### src/rtl/pq_order_tally.sv
`default_nettype none
// ============================================================================
// Module   : pq_order_tally
// Purpose  : Session-level tally for the priority-queue order comparator.
//            A drain session opens on 'start'. It closes on the comparator
//            sentinel, on queue empty, or on an optional idle watchdog. The
//            block then reports the sample count, a saturating violation
//            count and a registered pass/fail result.
// Ports    : clk, rst (async, active-high)
//            start     - session start pulse, ignored while busy
//            enb       - dequeue enable shared with the comparator
//            empty     - queue empty flag shared with the comparator
//            verdict   - comparator oldVal > newVal, valid the cycle after enb
//            cteal_15  - comparator sentinel flag, valid in the enb cycle
//            busy/done/pass/timeout - session status (all registered)
//            err_count - saturating order-violation count (ERR_W bits)
//            smp_count - saturating accepted-sample count (SMP_W bits)
// Options  : PQ_TALLY_TIMEOUT_EN enables the idle watchdog (TIMEOUT cycles).
// Revision : 1.0 - initial release
// ============================================================================
module pq_order_tally #(
    parameter int ERR_W   = 8,
    parameter int SMP_W   = 16,
    parameter int TIMEOUT = 1024
) (
    input  logic             clk,
    input  logic             rst,
    input  logic             start,
    input  logic             enb,
    input  logic             empty,
    input  logic             verdict,
    input  logic             cteal_15,
    output logic             busy,
    output logic             done,
    output logic             pass,
    output logic             timeout,
    output logic [ERR_W-1:0] err_count,
    output logic [SMP_W-1:0] smp_count
);

    localparam logic [1:0] c_st_idle  = 2'd0;
    localparam logic [1:0] c_st_run   = 2'd1;
    localparam logic [1:0] c_st_flush = 2'd2;
    localparam logic [1:0] c_st_done  = 2'd3;

    logic [1:0]       r_state;
    logic [1:0]       w_state_nx;
    logic             r_enb_d;
    logic             r_end_seen;
    logic             w_start_ok;
    logic             w_acc;
    logic             w_sentinel;
    logic             w_chk;
    logic             w_err_inc;
    logic [ERR_W-1:0] w_err_nx;
    logic             w_wd_fire;
    logic             w_done_entry;

    // A start is only honoured between sessions.
    assign w_start_ok = start & ((r_state == c_st_idle) | (r_state == c_st_done));

    // Samples are accepted only while running.
    assign w_acc      = enb & (r_state == c_st_run);

    // Only the first sentinel of a session terminates it.
    assign w_sentinel = w_acc & cteal_15 & ~r_end_seen;

    // The comparator's old value is stale for the first sample of a session.
    // Its verdict is therefore ignored. By the enb_d cycle of sample N,
    // smp_count already includes sample N, so ">= 2" skips only the first.
    assign w_chk      = r_enb_d & (smp_count >= SMP_W'(2));
    assign w_err_inc  = w_chk & verdict & ~(&err_count);
    assign w_err_nx   = err_count + {{(ERR_W-1){1'b0}}, w_err_inc};

    assign w_done_entry = (w_state_nx == c_st_done) & (r_state != c_st_done);

`ifdef PQ_TALLY_TIMEOUT_EN
    localparam int c_idle_w = $clog2(TIMEOUT + 1);

    logic [c_idle_w-1:0] r_idle;

    // Counts consecutive RUN cycles without enb. It fires on the TIMEOUT-th
    // idle cycle, so DONE is entered on that cycle's closing edge.
    assign w_wd_fire = (r_state == c_st_run) & ~enb &
                       (r_idle == c_idle_w'(TIMEOUT - 1));

    always_ff @(posedge clk or posedge rst) begin
        if (rst) begin
            r_idle <= '0;
        end else if (w_start_ok || enb || (r_state != c_st_run)) begin
            r_idle <= '0;
        end else if (!w_wd_fire) begin
            r_idle <= r_idle + 1'b1;
        end
    end
`else
    // No watchdog in this build. TIMEOUT is kept only so the parameter list
    // matches the watchdog build; the term folds to a constant 0.
    assign w_wd_fire = 1'b0 & (TIMEOUT > 0);
`endif

    // ------------------------------------------------------------------
    // Next-state logic
    // ------------------------------------------------------------------
    always_comb begin
        w_state_nx = r_state;
        case (r_state)
            c_st_idle, c_st_done: begin
                if (start) begin
                    w_state_nx = c_st_run;
                end
            end
            c_st_run: begin
                // enb wins over empty in the same cycle. A normal empty
                // termination takes priority over a coincident watchdog expiry.
                if (w_sentinel) begin
                    w_state_nx = c_st_flush;
                end else if (empty && !enb) begin
                    w_state_nx = c_st_flush;
                end else if (w_wd_fire) begin
                    w_state_nx = c_st_done;
                end
            end
            c_st_flush: begin
                w_state_nx = c_st_done;
            end
            default: begin
                w_state_nx = c_st_idle;
            end
        endcase
    end

    // ------------------------------------------------------------------
    // State, counters and registered outputs
    // ------------------------------------------------------------------
    always_ff @(posedge clk or posedge rst) begin
        if (rst) begin
            r_state    <= c_st_idle;
            r_enb_d    <= 1'b0;
            r_end_seen <= 1'b0;
            busy       <= 1'b0;
            done       <= 1'b0;
            pass       <= 1'b0;
            timeout    <= 1'b0;
            err_count  <= '0;
            smp_count  <= '0;
        end else begin
            r_state <= w_state_nx;
            r_enb_d <= w_acc;
            busy    <= (w_state_nx == c_st_run) | (w_state_nx == c_st_flush);

            if (w_start_ok) begin
                r_end_seen <= 1'b0;
                done       <= 1'b0;
                pass       <= 1'b0;
                timeout    <= 1'b0;
                err_count  <= '0;
                smp_count  <= '0;
            end else begin
                err_count <= w_err_nx;
                if (w_acc && !(&smp_count)) begin
                    smp_count <= smp_count + 1'b1;
                end
                if (w_sentinel) begin
                    r_end_seen <= 1'b1;
                end
                // The result uses the post-update error count. The verdict
                // checked in FLUSH therefore counts toward pass.
                if (w_done_entry) begin
                    done    <= 1'b1;
                    pass    <= (w_err_nx == '0) & ~w_wd_fire;
                    timeout <= w_wd_fire;
                end
            end
        end
    end

endmodule
`default_nettype wire

### config.mk
export PLATFORM = sky130hd
export DESIGN_NAME = pq_order_tally
export DESIGN_NICKNAME = d
export VERILOG_FILES = /design/src/rtl/pq_order_tally.sv
export SDC_FILE = /design/constraint.sdc
export NUM_CORES = 1
export LEC_CHECK = 0
export CAP_MARGIN = 10
export CORE_AREA = 2 2 59 61
export CTS_BUF_LIST = sky130_fd_sc_hd__clkbuf_16
export DETAILED_ROUTE_END_ITERATION = 10
export DIE_AREA = 0 0 61 63
export DONT_BUFFER_PORTS = 1
export GPL_TIMING_DRIVEN = 0
export PLACE_DENSITY = 0.79
export SLEW_MARGIN = 20
export SYNTH_ARGS = -nofsm -noshare
export SYNTH_HDL_FRONTEND = slang
export SYNTH_SLANG_ARGS = --single-unit
### constraint.sdc
create_clock -name clk -period 2.45 [get_ports clk]
set_input_delay 0.3675 -clock clk [delete_from_list [all_inputs] [get_ports clk]]
set_output_delay 0.3675 -clock clk [all_outputs]
set_load 0.03 [all_outputs]
==> flow_metrics.py, run 1 <==
metrics = {
    "run_status": {
        "status": "completed",
    },
    "sta": {
        "clock.fmax_ghz": 0.424,
        "tightestPinTransition_ps": 657,
        "finalSetupViolations": 0,
        "setup_slack_ps": 94.1,
        "final_hold_viol_count": 0,
        "drv_slew": 0,
        "grt_setup_unrepaired": "yes",
        "timing.final.crit_share_pct": 96.2,
        "final.setup.tns_ps": 0,
        "skew_ps": 2.76,
        "maxSlewHeadroom_pct": 56.2,
        "fin_crit_ps": 2360,
    },
    "worst_setup_path": {
        "crit_path_max_incr_delay_ps": 580,
        "path_cells": "nor4_4, nand4_1, o2111a_1, ha_4, ha_4, nor2_4, a21oi_1, o32a_1, o31ai_2",
        "cpMostUsedCell": "ha_4",
        "cp_data_required_time_ps": 2640,
        "crit_fanout": 8,
        "critPathLaunch": "smp_count[6]",
        "arrival_ps": 2540,
        "crit_slowest_cell": "dfrtp_1",
        "cp-end-kind": "flop",
        "r2r_start": "smp_count[6]",
        "worstSetupPathType": "flop to flop",
        "worst-path-buf-inv": 0,
        "worstSetupStartpointType": "flop",
        "crit_family": "compound AO/OA/AOI/OAI gates",
    },
    "global_routing": {
        "grt_start_max_net_pins": 32,
        "antenna_found_initial": 0,
        "first_global_vias": 1530,
        "grtUsageTotal_pct": 24.2,
        "grt_pass1_wl_mm": 6.96,
        "overflow": 0,
    },
    "layout": {
        "final.fill_count": 248,
        "multi_input_area_sq_um": 1070,
        "n_antenna_cell": 0,
        "nets": 215,
        "syn_to_final_growth_pct": 15.7,
        "design_area_sq_um": 2130,
        "seq_area_sq_um": 783,
        "drive_gt1_share_pct": 17.5,
        "fin_util_pct": 65.9,
    },
    "logic_synthesis": {
        "ys_ff_latch": 31,
        "synth_edf_count": 0,
        "synth_top_family_by_area": "simple AND/OR/NAND/NOR gates",
        "yosysSeqAreaShare_pct": 42.1,
        "synthFlopType": "dfrtp_1",
        "synthTopCellsByCount": "dfrtp_1, nand2_1, a21oi_1",
        "synth_most_common_cell": "dfrtp_1",
        "synth_fp_nets": 208,
        "yosys.area_share.simple_pct": 25.8,
        "synth_cells": 193,
        "synth_compound_gate_area_share_pct": 17.5,
        "synth.top_cell.area_share_pct": 42.1,
        "synthMuxAreaShare_pct": 2.72,
        "synth_cell_types": 42,
        "synth_area_leaders": "dfrtp_1, ha_1, a21oi_1",
        "synthXorXnorAreaFrac_pct": 2.38,
        "synth_top_area_cell": "dfrtp_1",
        "synthAdderAreaFrac_pct": 5.44,
        "syn_area_sq_um": 1840,
        "syn_area_per_cell_sq_um": 9.54,
        "async_flop_share_pct": 100,
        "yosys_warnings": 0,
    },
    "clocking": {
        "numClockSinks": 31,
        "insertion_delay_ps": 280,
        "numCtsBuffers": 5,
        "cts_setup_buffers": 0,
        "clk_pin_slew_ps": 50,
        "cts_tree": "done",
        "clockRootBuffer": "clkbuf_16",
        "cts_hold_buffers": 0,
        "htreeDepth": 2,
        "cts.path.max_buffers": 2,
    },
    "floorplanning": {
        "dieWidth_um": 61,
        "dieArea_sq_um": 3840,
        "die_y_um": 63,
        "rows": 21,
        "core_area_sq_um": 3230,
        "ios": 35,
        "start_util_pct": 56.9,
    },
    "drt": {
        "drcViolationCount": 0,
        "detail_route.wl_per_cell_um": 17.7,
        "via_count": 1585,
        "drt-initial-drc-count": 118,
        "antenna_left": 0,
        "first_pass_iters": 4,
        "wl_mm": 4.36,
        "detail_route.vias_per_cell": 6.44,
    },
    "power": {
        "ir_drop_v": 0.000522,
        "p_leak_uw": 0.000899,
        "power.density_nw_per_um2": 832,
        "finalPower_uw": 1770,
    },
    "place": {
        "place_area_sq_um": 1900,
        "post-place-ws_ps": -343,
        "io_buffers": 0,
        "gp_congestion": 0.863,
        "dpl.hpwl_mm": 3.02,
    },
    "hold_path": {
        "hold_class": "input port to asynchronous set/reset pin",
    },
    "flow_run": {
        "drv_cap": 0,
    },
}
==> per-stage QoR <==
stage,std cells,hold slack [ps]
2_1_floorplan,193,464
3_3_place_gp,239,490
3_5_place_dp,239,379
4_1_cts,246,87.1
5_1_grt,246,113
6_report,246,67.4
==> cell usage in the layout, fill, tap and decap left out, types with 5 or more instances in the layout <==
master / Yosys / final
a21oi_1: 17 / 17
and2_1: 7 / 6
clkbuf_16: 0 / 5
dfrtp_1: 31 / 25
dfrtp_2: 0 / 6
ha_1: 8 / 5
inv_1: 7 / 5
mux2i_1: 5 / 5
nand2_1: 21 / 21
nand2b_1: 6 / 6
nand4_1: 12 / 12
nor2_1: 7 / 6
o21ai_0: 10 / 9
o31ai_1: 6 / 5
==> cells by family after synthesis <==
kind of cell / count (synthesis)
AND/OR/NAND/NOR: 81
AO/OA/AOI/OAI: 47
flip-flops: 31
buffers and inverters: 15
adder cells (fa/ha/maj): 8
XOR/XNOR: 5
multiplexers: 5
other: 1
==> power by group <==
group	total [uW]	switching (uW)	internal [uW]
registers	736	155	581
clock network	574	210	364
logic	463	282	180
==> routing by layer <==
| metal | vias up | share of wire, % | track usage (%) |
|---|---|---|---|
| met1 | 766 | 40 | 30.9 |
| met2 | 67 | 49 | 35.3 |
| li1 | 735 | - | - |
| met5 | - | 0 | 0 |
| met3 | 17 | 7.4 | 9.52 |
| met4 | 0 | 3.2 | 11.4 |
==> worst paths after layout <==
check	to	slack (ps)	cells after the start
max	pass	90	9
min	err_count[5]	70	1
max reg2reg	pass	90	9
min reg2reg	r_end_seen	520	2
max in group asynchronous	smp_count[5]	1910	1
min in group clk	r_end_seen	250	2
==> flip-flops by register name, summed over array words and instances (netlist names) <==
name	cells
pass	1
r_end_seen	1
busy	1
err_count	8
r_state	2
done	1
smp_count	16
r_enb_d	1
==> area by class of cell <==
| type | instances | share of cell area [%] |
|---|---|---|
| multi-input cells | 147 | 50.4 |
| flip-flops and latches | 31 | 36.8 |
| clock buffers | 5 | 5.88 |
| well taps | 46 | 2.70 |
| plain buffers | 8 | 2.59 |
| inverters | 7 | 1.23 |
| clock inverters | 2 | 0.411 |
==> repair_timing <==
item                       in CTS  in global routing
cloned                          0                  0
setup endpoints to repair       3                  1
pin swaps                       4                  3
gates resized for setup        14                 10
(Power assumes the default switching activity.)
==> run 2: changes to the inputs <==
- CORE_AREA: 2 2 59 61 -> 2 2 62 58
- DIE_AREA: 0 0 61 63 -> 0 0 64 60
==> flow_metrics.py, run 2 (synthesized netlist as in run 1, its figures left out) <==
metrics = {
    "worst_setup_path": {
        "worstSetupPathType": "flop to flop",
        "cp-end-kind": "flop",
        "cp_data_required_time_ps": 2630,
        "arrival_ps": 2680,
        "worstSetupStartpointType": "flop",
        "reg2regPathDepth": 10,
        "crit_fanout": 7,
    },
    "sta": {
        "finalSetupViolations": 1,
        "final_hold_viol_count": 0,
        "skew_ps": 3.90,
        "drv_slew": 0,
        "tightestPinTransition_ps": 650,
        "clock.fmax_ghz": 0.400,
        "fin_crit_ps": 2500,
        "timing.final.crit_share_pct": 102,
        "grt_setup_unrepaired": "yes",
        "setup_slack_ps": -51.7,
        "fin_hold_ws_ps": 52.8,
        "maxSlewHeadroom_pct": 56.6,
    },
    "global_routing": {
        "overflow": 0,
        "grt_start_max_net_pins": 32,
        "grtUsageTotal_pct": 26.2,
        "antenna_found_initial": 0,
        "first_global_vias": 1552,
        "grt_pass1_wl_mm": 7.49,
    },
    "layout": {
        "n_antenna_cell": 0,
        "nets": 215,
        "largest_register_ffs": 16,
        "largest-register": "smp_count",
        "drive_gt1_share_pct": 18.4,
        "seq_area_sq_um": 785,
        "final_common_cell": "dfrtp_1",
        "top_regs": "smp_count x16, err_count x8, r_state x2",
        "syn_to_final_growth_pct": 15.4,
        "layout_common_cells": "dfrtp_1, nand2_1, a21oi_1",
        "final.fill_count": 238,
        "multi_input_area_sq_um": 1050,
    },
    "drt": {
        "first_pass_iters": 4,
        "antenna_left": 0,
        "drcViolationCount": 0,
        "via_count": 1607,
        "detail_route.vias_per_cell": 6.56,
        "drt-initial-drc-count": 99,
        "wl_mm": 4.69,
        "detail_route.wl_per_cell_um": 19.1,
    },
    "place": {
        "gp_congestion": 0.900,
        "post-place-ws_ps": -218,
        "dpl.hpwl_mm": 3.03,
        "io_buffers": 0,
    },
    "power": {
        "power.density_nw_per_um2": 885,
        "p_leak_uw": 0.000899,
        "ir_drop_v": 0.000711,
    },
    "floorplanning": {
        "dieWidth_um": 64,
        "rows": 20,
        "ios": 35,
        "core_area_sq_um": 3230,
        "die_y_um": 60,
        "start_util_pct": 57.0,
        "dieArea_sq_um": 3840,
    },
    "clocking": {
        "clk_pin_slew_ps": 50,
        "cts.path.max_buffers": 2,
        "numClockSinks": 31,
        "numCtsBuffers": 5,
        "insertion_delay_ps": 280,
        "clockRootBuffer": "clkbuf_16",
        "htreeDepth": 2,
        "cts_tree": "done",
    },
    "run_status": {
        "violations": "negative setup slack",
        "status": "finished, violations left",
    },
    "flow_run": {
        "drv_cap": 0,
    },
    "hold_path": {
        "hold_class": "input port to asynchronous set/reset pin",
    },
}
-- run 2: cell types whose count changed in the layout (fill, tap and decap cells not counted), sizes merged --
| cell | previous run | this run |
|---|---|---|
| bufinv | 0 | 1 |
| buf | 6 | 5 |
| clkbuf | 7 | 8 |
-- run 2: final cells by class --
type / count / share of cell area [%]
buffer: 8 / 2.24
clock buffer: 5 / 5.89
clock inverter: 3 / 1.83
inverter: 7 / 1.24
multi-input combinational: 147 / 49.3
sequential: 31 / 36.9
tap: 44 / 2.59
-- run 2: per-stage QoR --
step / instance area, sq um / utilization (%) / cells / power, uW / setup TNS (ps)
floorplan: 1840 / - / 193 / 1030 / 0
global placement: 1900 / 58.7 / 237 / 1120 / -222
detailed placement: 1900 / 58.7 / 237 / 1160 / -352
CTS: 2100 / 64.9 / 245 / 1870 / 0
global route: 2120 / 65.8 / 245 / 1970 / -133
finish: 2120 / 65.8 / 245 / 1880 / -51.7
-- run 2: worst max-delay path, cell delays in order (launching register included) --
cell	delay [ps]
dfrtp_2	520
inv_2	100
ha_2	190
nor4_2	40
nand4_1	120
o2111a_1	180
ha_2	210
nand3_1	250
nor4_2	410
o21ai_1	160
o31ai_2	220
-- run 2: where the power goes --
part / internal [uW] / switching [uW] / total (uW)
Clock: 474 / 232 / 705
Sequential: 581 / 148 / 729
Combinational: 165 / 281 / 446
Total: 1220 / 661 / 1880
-- run 2: repair_timing --
action	in CTS	in global routing
cloned	0	0
buffers inserted	0	0
resized for setup	13	7
setup endpoints to repair	3	2
pin swaps	3	2
hold buffers	0	0
-- run 2: routing by layer --
layer	global-route usage, %	vias to the layer above	share of wire (%)
met5	0	-	0
met3	5.65	17	7.6
met2	43.8	79	50
li1	-	736	-
met4	15.5	0	3.6
met1	31.6	775	39
-- run 2: worst paths after layout --
kind	start	end	slack, ps
max	smp_count[0]	pass	-50
min	rst	err_count[2]	50
max reg2reg	smp_count[0]	pass	-50
min reg2reg	r_end_seen	r_end_seen	510
max in group asynchronous	rst	smp_count[1]	1930
min in group clk	cteal_15	r_end_seen	240
